===== src/rtl/ram_pkg.sv =====
// ============================================================================
// Module   : ram_pkg
// Brief    : Shared defaults and controller state type for ram_array_2r1w.
// Revision : 1.0
// ============================================================================
`default_nettype none

package ram_pkg;

  localparam int DW_DEF    = 8;
  localparam int AW_DEF    = 8;
  localparam int DEPTH_DEF = 256;

  typedef enum logic [0:0] {
    ST_INIT  = 1'b0,
    ST_READY = 1'b1
  } ctrl_state_e;

endpackage

`default_nettype wire


===== src/rtl/ram_init_ctrl.sv =====
// ============================================================================
// Module   : ram_init_ctrl
// Brief    : Post-reset sweep controller; walks every address once, then idles.
// Revision : 1.0
// ============================================================================
`default_nettype none

module ram_init_ctrl
  import ram_pkg::*;
#(
  parameter int AW    = AW_DEF,
  parameter int DEPTH = DEPTH_DEF
) (
  input  logic          clk,
  input  logic          rst_n,
  output logic          busy,
  output logic [AW-1:0] sweep_addr,
  output logic          sweep_we
);

  // One extra bit lets DEPTH == 2**AW finish without wrapping back to 0.
  localparam logic [AW:0] c_last = (AW+1)'(DEPTH - 1);

  ctrl_state_e   state_q, state_d;
  logic [AW:0]   cnt_q, cnt_d;

  always_ff @(posedge clk or negedge rst_n) begin
    if (!rst_n) begin
      state_q <= ST_INIT;
      cnt_q   <= '0;
    end else begin
      state_q <= state_d;
      cnt_q   <= cnt_d;
    end
  end

  always_comb begin
    state_d  = state_q;
    cnt_d    = cnt_q;
    sweep_we = 1'b0;
    busy     = 1'b1;
    case (state_q)
      ST_INIT: begin
        sweep_we = 1'b1;
        cnt_d    = cnt_q + 1'b1;
        if (cnt_q == c_last) begin
          state_d = ST_READY;
        end
      end
      ST_READY: begin
        busy = 1'b0;
      end
    endcase
  end

  assign sweep_addr = cnt_q[AW-1:0];

endmodule

`default_nettype wire


===== src/rtl/ram_array_2r1w.sv =====
// ============================================================================
// Module   : ram_array_2r1w
// Brief    : 1-write / 2-read synchronous RAM with self-initialising sweep.
//            Define RAM_ARRAY_BYPASS_EN for write-first read-during-write.
// Revision : 1.0
// ============================================================================
`default_nettype none

module ram_array_2r1w
  import ram_pkg::*;
#(
  parameter int            DW         = DW_DEF,
  parameter int            AW         = AW_DEF,
  parameter int            DEPTH      = DEPTH_DEF,
  parameter logic [DW-1:0] INIT_VALUE = '0
) (
  input  logic          CLK,
  input  logic          RST_N,
  input  logic          WE,
  input  logic [AW-1:0] WADDR,
  input  logic [DW-1:0] DATA_IN,
  input  logic [AW-1:0] RADDR1,
  input  logic [AW-1:0] RADDR2,
  output logic [DW-1:0] DATA_OUT1,
  output logic [DW-1:0] DATA_OUT2,
  output logic          BUSY
);

  localparam logic [AW:0] c_depth = (AW+1)'(DEPTH);

  logic [DW-1:0] mem_q [DEPTH];
  logic [DW-1:0] rd1_q, rd1_d;
  logic [DW-1:0] rd2_q, rd2_d;

  logic          w_busy;
  logic [AW-1:0] w_sweep_addr;
  logic          w_sweep_we;
  logic          w_user_we;
  logic          w_wr_en;
  logic [AW-1:0] w_wr_addr;
  logic [DW-1:0] w_wr_data;
  logic          w_rd1_ok;
  logic          w_rd2_ok;

  ram_init_ctrl #(
    .AW    (AW),
    .DEPTH (DEPTH)
  ) u_ctrl (
    .clk        (CLK),
    .rst_n      (RST_N),
    .busy       (w_busy),
    .sweep_addr (w_sweep_addr),
    .sweep_we   (w_sweep_we)
  );

  // The sweep owns the write port until it finishes; user writes are dropped.
  always_comb begin
    w_user_we = !w_busy && WE && ({1'b0, WADDR} < c_depth);
    w_rd1_ok  = ({1'b0, RADDR1} < c_depth);
    w_rd2_ok  = ({1'b0, RADDR2} < c_depth);
    w_wr_en   = w_busy ? w_sweep_we   : w_user_we;
    w_wr_addr = w_busy ? w_sweep_addr : WADDR;
    w_wr_data = w_busy ? INIT_VALUE   : DATA_IN;
  end

  always_ff @(posedge CLK) begin
    if (w_wr_en) begin
      mem_q[w_wr_addr] <= w_wr_data;
    end
  end

  always_comb begin
    rd1_d = '0;
    rd2_d = '0;
    if (!w_busy && w_rd1_ok) begin
      rd1_d = mem_q[RADDR1];
`ifdef RAM_ARRAY_BYPASS_EN
      if (w_user_we && (WADDR == RADDR1)) begin
        rd1_d = DATA_IN;
      end
`endif
    end
    if (!w_busy && w_rd2_ok) begin
      rd2_d = mem_q[RADDR2];
`ifdef RAM_ARRAY_BYPASS_EN
      if (w_user_we && (WADDR == RADDR2)) begin
        rd2_d = DATA_IN;
      end
`endif
    end
  end

  always_ff @(posedge CLK or negedge RST_N) begin
    if (!RST_N) begin
      rd1_q <= '0;
      rd2_q <= '0;
    end else begin
      rd1_q <= rd1_d;
      rd2_q <= rd2_d;
    end
  end

  assign DATA_OUT1 = rd1_q;
  assign DATA_OUT2 = rd2_q;
  assign BUSY      = w_busy;

endmodule

`default_nettype wire


===== config.mk =====
export PLATFORM = sky130hd
export DESIGN_NAME = ram_array_2r1w
export DESIGN_NICKNAME = d
export VERILOG_FILES = /design/src/rtl/ram_pkg.sv /design/src/rtl/ram_init_ctrl.sv /design/src/rtl/ram_array_2r1w.sv
export SDC_FILE = /design/constraint.sdc
export NUM_CORES = 2
export LEC_CHECK = 0
export BUFFER_PORTS_ARGS = -buffer_cell sky130_fd_sc_hd__buf_2
export CORE_MARGIN = 2
export CORE_UTILIZATION = 50
export CTS_CLUSTER_SIZE = 20
export DETAILED_ROUTE_END_ITERATION = 8
export PLACE_DENSITY = 0.73
export SLEW_MARGIN = 0
export SYNTH_ARGS = -nofsm -noshare
export SYNTH_HDL_FRONTEND = slang
export SYNTH_SLANG_ARGS = --single-unit
export TNS_END_PERCENT = 1

===== constraint.sdc =====
create_clock -name CLK -period 7.44 [get_ports CLK]
set_input_delay 1.488 -clock CLK [delete_from_list [all_inputs] [get_ports CLK]]
set_output_delay 1.488 -clock CLK [all_outputs]
set_load 0.01 [all_outputs]

### Word-level counts from Yosys, hierarchy flattened

Memories as Yosys holds them, arrays and structs flattened.
Index checks and enable logic that the tools add are counted.

| word-level totals | value |
|---|---|
| flip-flop bits (word level) | 26 |
| bits in writable memories | 2048 |
| input bits | 35 |
| output and inout bits | 17 |
| word-level logic and storage cells | 18 |
| memories kept | 1 |

Memory list:

| name | depth | width | read ports | clocked after Yosys merged registers in | write ports | line | RTL |
|---|---|---|---|---|---|---|---|
| mem_q | 256 | 8 | 2 | 0 | 1 | ram_array_2r1w.sv:31 | `logic [DW-1:0] mem_q [DEPTH];` |

| operators by class | value |
|---|---|
| add/subtract/negate cells | 1 |
| eq/ne operators | 1 |
| muxes and demuxes | 10 |
| reduce and logical (&&, ||, !) cells | 1 |

Operators with widths:

| cell | number |
|---|---|
| 2-to-1 mux 8 bit | 4 |
| adder 9 x 1 -> 9 bit, second input constant | 1 |
| == test 9 x 8 -> 1 bit, second input constant | 1 |
| 2-to-1 mux 1 bit | 6 |
| logical AND 1 bit | 1 |

### Depth between registers and ports, before layout

| logic depth | value |
|---|---|
| word-level depth | 4 |
| depth in mapped cells | 12 |
| depth with buffers taken out | 7 |

### By module

A second synthesis with hierarchy kept.

| second synthesis, totals | value |
|---|---|
| cell total of the unflattened synthesis | 5685 |
| area total of the unflattened synthesis | 98228.0 µm² |

Modules (own cells, without submodules):

| module | times used | cells each | area an instance (µm²) | sequential area each (µm²) |
|---|---|---|---|---|
| ram_array_2r1w | 1 | 5641 | 97722.5 | 61899.4 |
| ram_init_ctrl | 1 | 44 | 505.5 | 250.2 |

### Worst setup path after synthesis

OpenSTA, ideal clock, no wires.

| timing path | value |
|---|---|
| path type | input to register |
| start | input port DATA_IN[0] |
| end | memory mem_q[0][0] (netlist bit), data pin |
| arrival time | 4.715 ns |
| path slack | 1.858 ns |
| cell stages on the path | 1 |
| path buffers | 0 |
| cells stage by stage | and2_1 |

| between the ends | value |
|---|---|
| cells in the longest elaborated chain, start to end | 1 |

RTL lines:

| what | line | RTL |
|---|---|---|
| start: declaration | ram_array_2r1w.sv:21 | `input logic [DW-1:0] DATA_IN,` |
| 2-to-1 mux 8 bit | ram_array_2r1w.sv:63 | `w_wr_data = w_busy ? INIT_VALUE : DATA_IN;` |
| end: declaration | ram_array_2r1w.sv:31 |  |

Every way passes these cells.

### Worst setup path in the final report

| timing path | value |
|---|---|
| start | input port RADDR2[2] |
| end | register rd2_q[0], in the netlist DATA_OUT2[0] |

| between the ends | value |
|---|---|
| cells in the longest elaborated chain, start to end | 2 |

RTL lines:

| what | line | RTL |
|---|---|---|
| start: declaration | ram_array_2r1w.sv:23 | `input logic [AW-1:0] RADDR2,` |
| memory (256 x 8 bit) | -- |  |
| 2-to-1 mux 8 bit | ram_array_2r1w.sv:83 | `if (!w_busy && w_rd2_ok) begin` |
| named net rd2_d[0] | ram_array_2r1w.sv:33 | `logic [DW-1:0] rd2_q, rd2_d;` |
| end signal: assignment | ram_array_2r1w.sv:99 | `rd2_q <= rd2_d;` |
| end: declaration | ram_array_2r1w.sv:33 |  |

The timed path passes the listed nets, and every way through them passes these cells.
A chain may end at the register's enable or synchronous reset.

==> metrics.cfg <==
[run_status]
outcome = finished, final reports clean

[power_and_ir_drop]
power_density_mw_per_mm2 = 227
ir_worst_vdd_uv = 235
leakage_nw = 29.0

[min_path]
hold_path.startpoint = u_ctrl.cnt_q[8]
hold_depth = 2
min_to = u_ctrl.cnt_q[8]
hold_class = reg -> reg

[floorplan]
rows = 162
die_w_um = 447
die_area_sq_mm = 0.200
start_util_pct = 50.3
io_pins = 52
core_sq_mm = 0.195
dieHeight_um = 447

[layout]
drive_above_1_share_pct = 25.5
area_growth_pct = 9.26
multi_input_area_sq_mm = 0.0331
n_fill_cell = 14800
final_nets = 5458
final_cell_mix = edfxtp_1, mux4_2, mux2i_1
post-route-util_pct = 55.0
layout.area.seq_sq_mm = 0.0621
final_common_cell = edfxtp_1

[timing]
finalMaxSlewViolations = 0
period_share_pct = 69.0
setup_tns_ps = 0
setup_violations = 0
fmax_ghz = 0.195
period_needed_ps = 5130
tightest_slew_ps = 1410
slew_headroom_pct = 5.50
skew_ps = 40.6
hold_viol_final = 0
rsz0062_at_grt = no

[logic_synthesis]
synth_nets = 5476
yosys.area.top_type = edfxtp_1
synthesis.area_sq_mm = 0.0981
synth_top_family_by_area = multiplexers
syn_inst = 5439
synth_area_leaders = edfxtp_1, mux4_2, mux2i_1
synth_top_area_share_pct = 62.7
ys_ff_latch = 2074
ys_types = 72
synth-edff-count = 2048
syn_avg_cell_area_sq_um = 18.0
async_flop_share_pct = 1.25
synth-simple-area-share_pct = 3.57
synth_xor_area_share_pct = 0.0625
ys.warnings.count = 0
synth_ff_type = edfxtp_1
ys_seq_area_share_pct = 63.4
synth_compound_area_share_pct = 5.46
synth_adder_area_share_pct = 0.0255
yosys-mux-area-fraction_pct = 24.5

[cts]
insertion_delay_ps = 860
postCtsHoldBufs = 0
path_clk_slew_ps = 60
cts_setup_buffers = 0
clockBufferDepth = 3
cts_tree = done
cts-root-buf = clkbuf_16
clock_sinks = 2074
h-tree-depth = 4
ctsResizeCount = 0
numCtsBuffers = 206

[route]
ant_nets = 0
dr.pass1.iters = 8
vias = 60800
via_per_inst = 7.38
dr.first_iter.drc_count = 11000
post_drt_wl_per_cell_um = 39.7
wl_mm = 327
drc = 0

[worst_setup_path]
crit_slowest_cell = nand2b_1
startpoint_type = primary input
max_stage_delay_ps = 1020
crit_path_cell_trace = buf_6 -> buf_4 -> nand2b_1 -> o22ai_1 -> or4_1 -> a31oi_1 -> a31oi_1 -> nand4_1 -> o22ai_1
critPathCaptureType = flop
crit_fanout = 44
ff2ff_setup_slack_ps = 3060
required_ps = 8120
r2r-end = mem_q[34][6]
ff2ff_path_depth = 4
r2r_start = u_ctrl.state_q
path_class = in -> reg
crit_arrival_ps = 5820

[job]
maxCapViolations = 0

[placement]
gp_congestion = 0.998
port-buffer-count = 51
dp_hpwl_mm = 210

[grt]
grt_usage_pct = 32.6
grt_pass1_vias = 59200
antenna_found_initial = 28
grt-ovfl-total = 0
grt_pass1_wl_mm = 454
grt_max_degree = 189

## sequential cells by signal (all words and copies together) (netlist names)
name            cells
mem_q            2048
u_ctrl.cnt_q        9
DATA_OUT1           8
DATA_OUT2           8
u_ctrl.state_q      1
## power breakdown
| group | switching, mW | internal (mW) |
|---|---|---|
| registers | 0 | 12.6 |
| clock network | 4.62 | 5.78 |
| logic | 0.907 | 0.417 |
| total | 5.53 | 18.8 |
## cells in the mapped netlist, drive strengths merged (5+ instances only)
| library cell | count |
|---|---|
| edfxtp | 2048 |
| a221oi | 21 |
| o211ai | 15 |
| a21oi | 111 |
| nor4 | 20 |
| o31ai | 8 |
| nand4 | 30 |
| or3 | 5 |
| o221ai | 166 |
| mux2 | 39 |
| o2111ai | 8 |
| nor2b | 22 |
| o32ai | 11 |
| nand3 | 71 |
| buf | 282 |
| a311oi | 6 |
| a22oi | 68 |
| clkbuf | 159 |
| inv | 13 |
| nor3 | 41 |
| nand2b | 17 |
| xnor2 | 5 |
| nor2 | 342 |
| o22ai | 125 |
| o21ai | 109 |
| dfrtp | 26 |
| and2 | 24 |
| a31oi | 17 |
| mux2i | 473 |
| o2bb2ai | 5 |
| nand4b | 6 |
| nand2 | 188 |
| a2111oi | 19 |
| mux4 | 838 |
| or2 | 5 |
| a211oi | 45 |
## critical path, delay by kind of cell
kind            cells  cell delay [ps]
simple gates        3             1820
compound gates      4             1270
buf+inv             2             1020
## metal layers
layer / share of wire (%) / global-route usage (%) / wire, um
met4: 7.1 / 19.0 / 23300
met5: 0.052 / 0 / 170
met1: 33 / 41.5 / 108000
met3: 15 / 11.8 / 50100
met2: 45 / 48.2 / 145000
## worst max-delay path by stage
stage / startpoint / to / slack, ps
2_1_floorplan: DATA_IN[0] / mem_q[0][0] / 1860
3_3_place_gp: RADDR2[2] / DATA_OUT2[1] / 1940
3_5_place_dp: RADDR2[2] / DATA_OUT2[1] / 1950
4_1_cts: RADDR2[2] / DATA_OUT2[1] / 2820
5_1_grt: RADDR2[2] / DATA_OUT2[0] / 2610
6_report: RADDR2[2] / DATA_OUT2[0] / 2310
## area by class of cell
type	instances	share of cell area, %
flip-flops and latches	2074	58.0
clock buffers	248	5.00
well taps	2624	3.06
inverters	15	0.0595
diodes	17	0.0397
multi-input cells	2909	30.9
clock inverters	136	1.20
repair buffers	215	1.73
## kinds of logic (layout without fill, tap and decap cells)
family                     count (synthesis)  count (layout)
AOI/OAI and AO/OA                        763             763
xor gates and xnor gates                   7               7
adders and majority gates                  2               2
buffers and inverters                    456             614
DFF                                     2074            2074
muxes                                   1350            1350
other                                      0              17
and+or+nand+nor                          787             787
## metrics by stage
step           worst slack (ps)  std cells  hold WS, ps  total power, mW  instance area (sq um)
5_1_grt                    2610       8224          539             24.8                 107000
2_1_floorplan              1860       5439          453             13.7                  98100
3_3_place_gp               1940       7835          474             14.1                 100000
6_report                   2310       8238          498             24.4                 107000
3_5_place_dp               1950       7836          483             14.1                 100000
4_1_cts                    2820       8220          499             24.3                 107000
No activity file was read; power rests on OpenSTA's default activity.
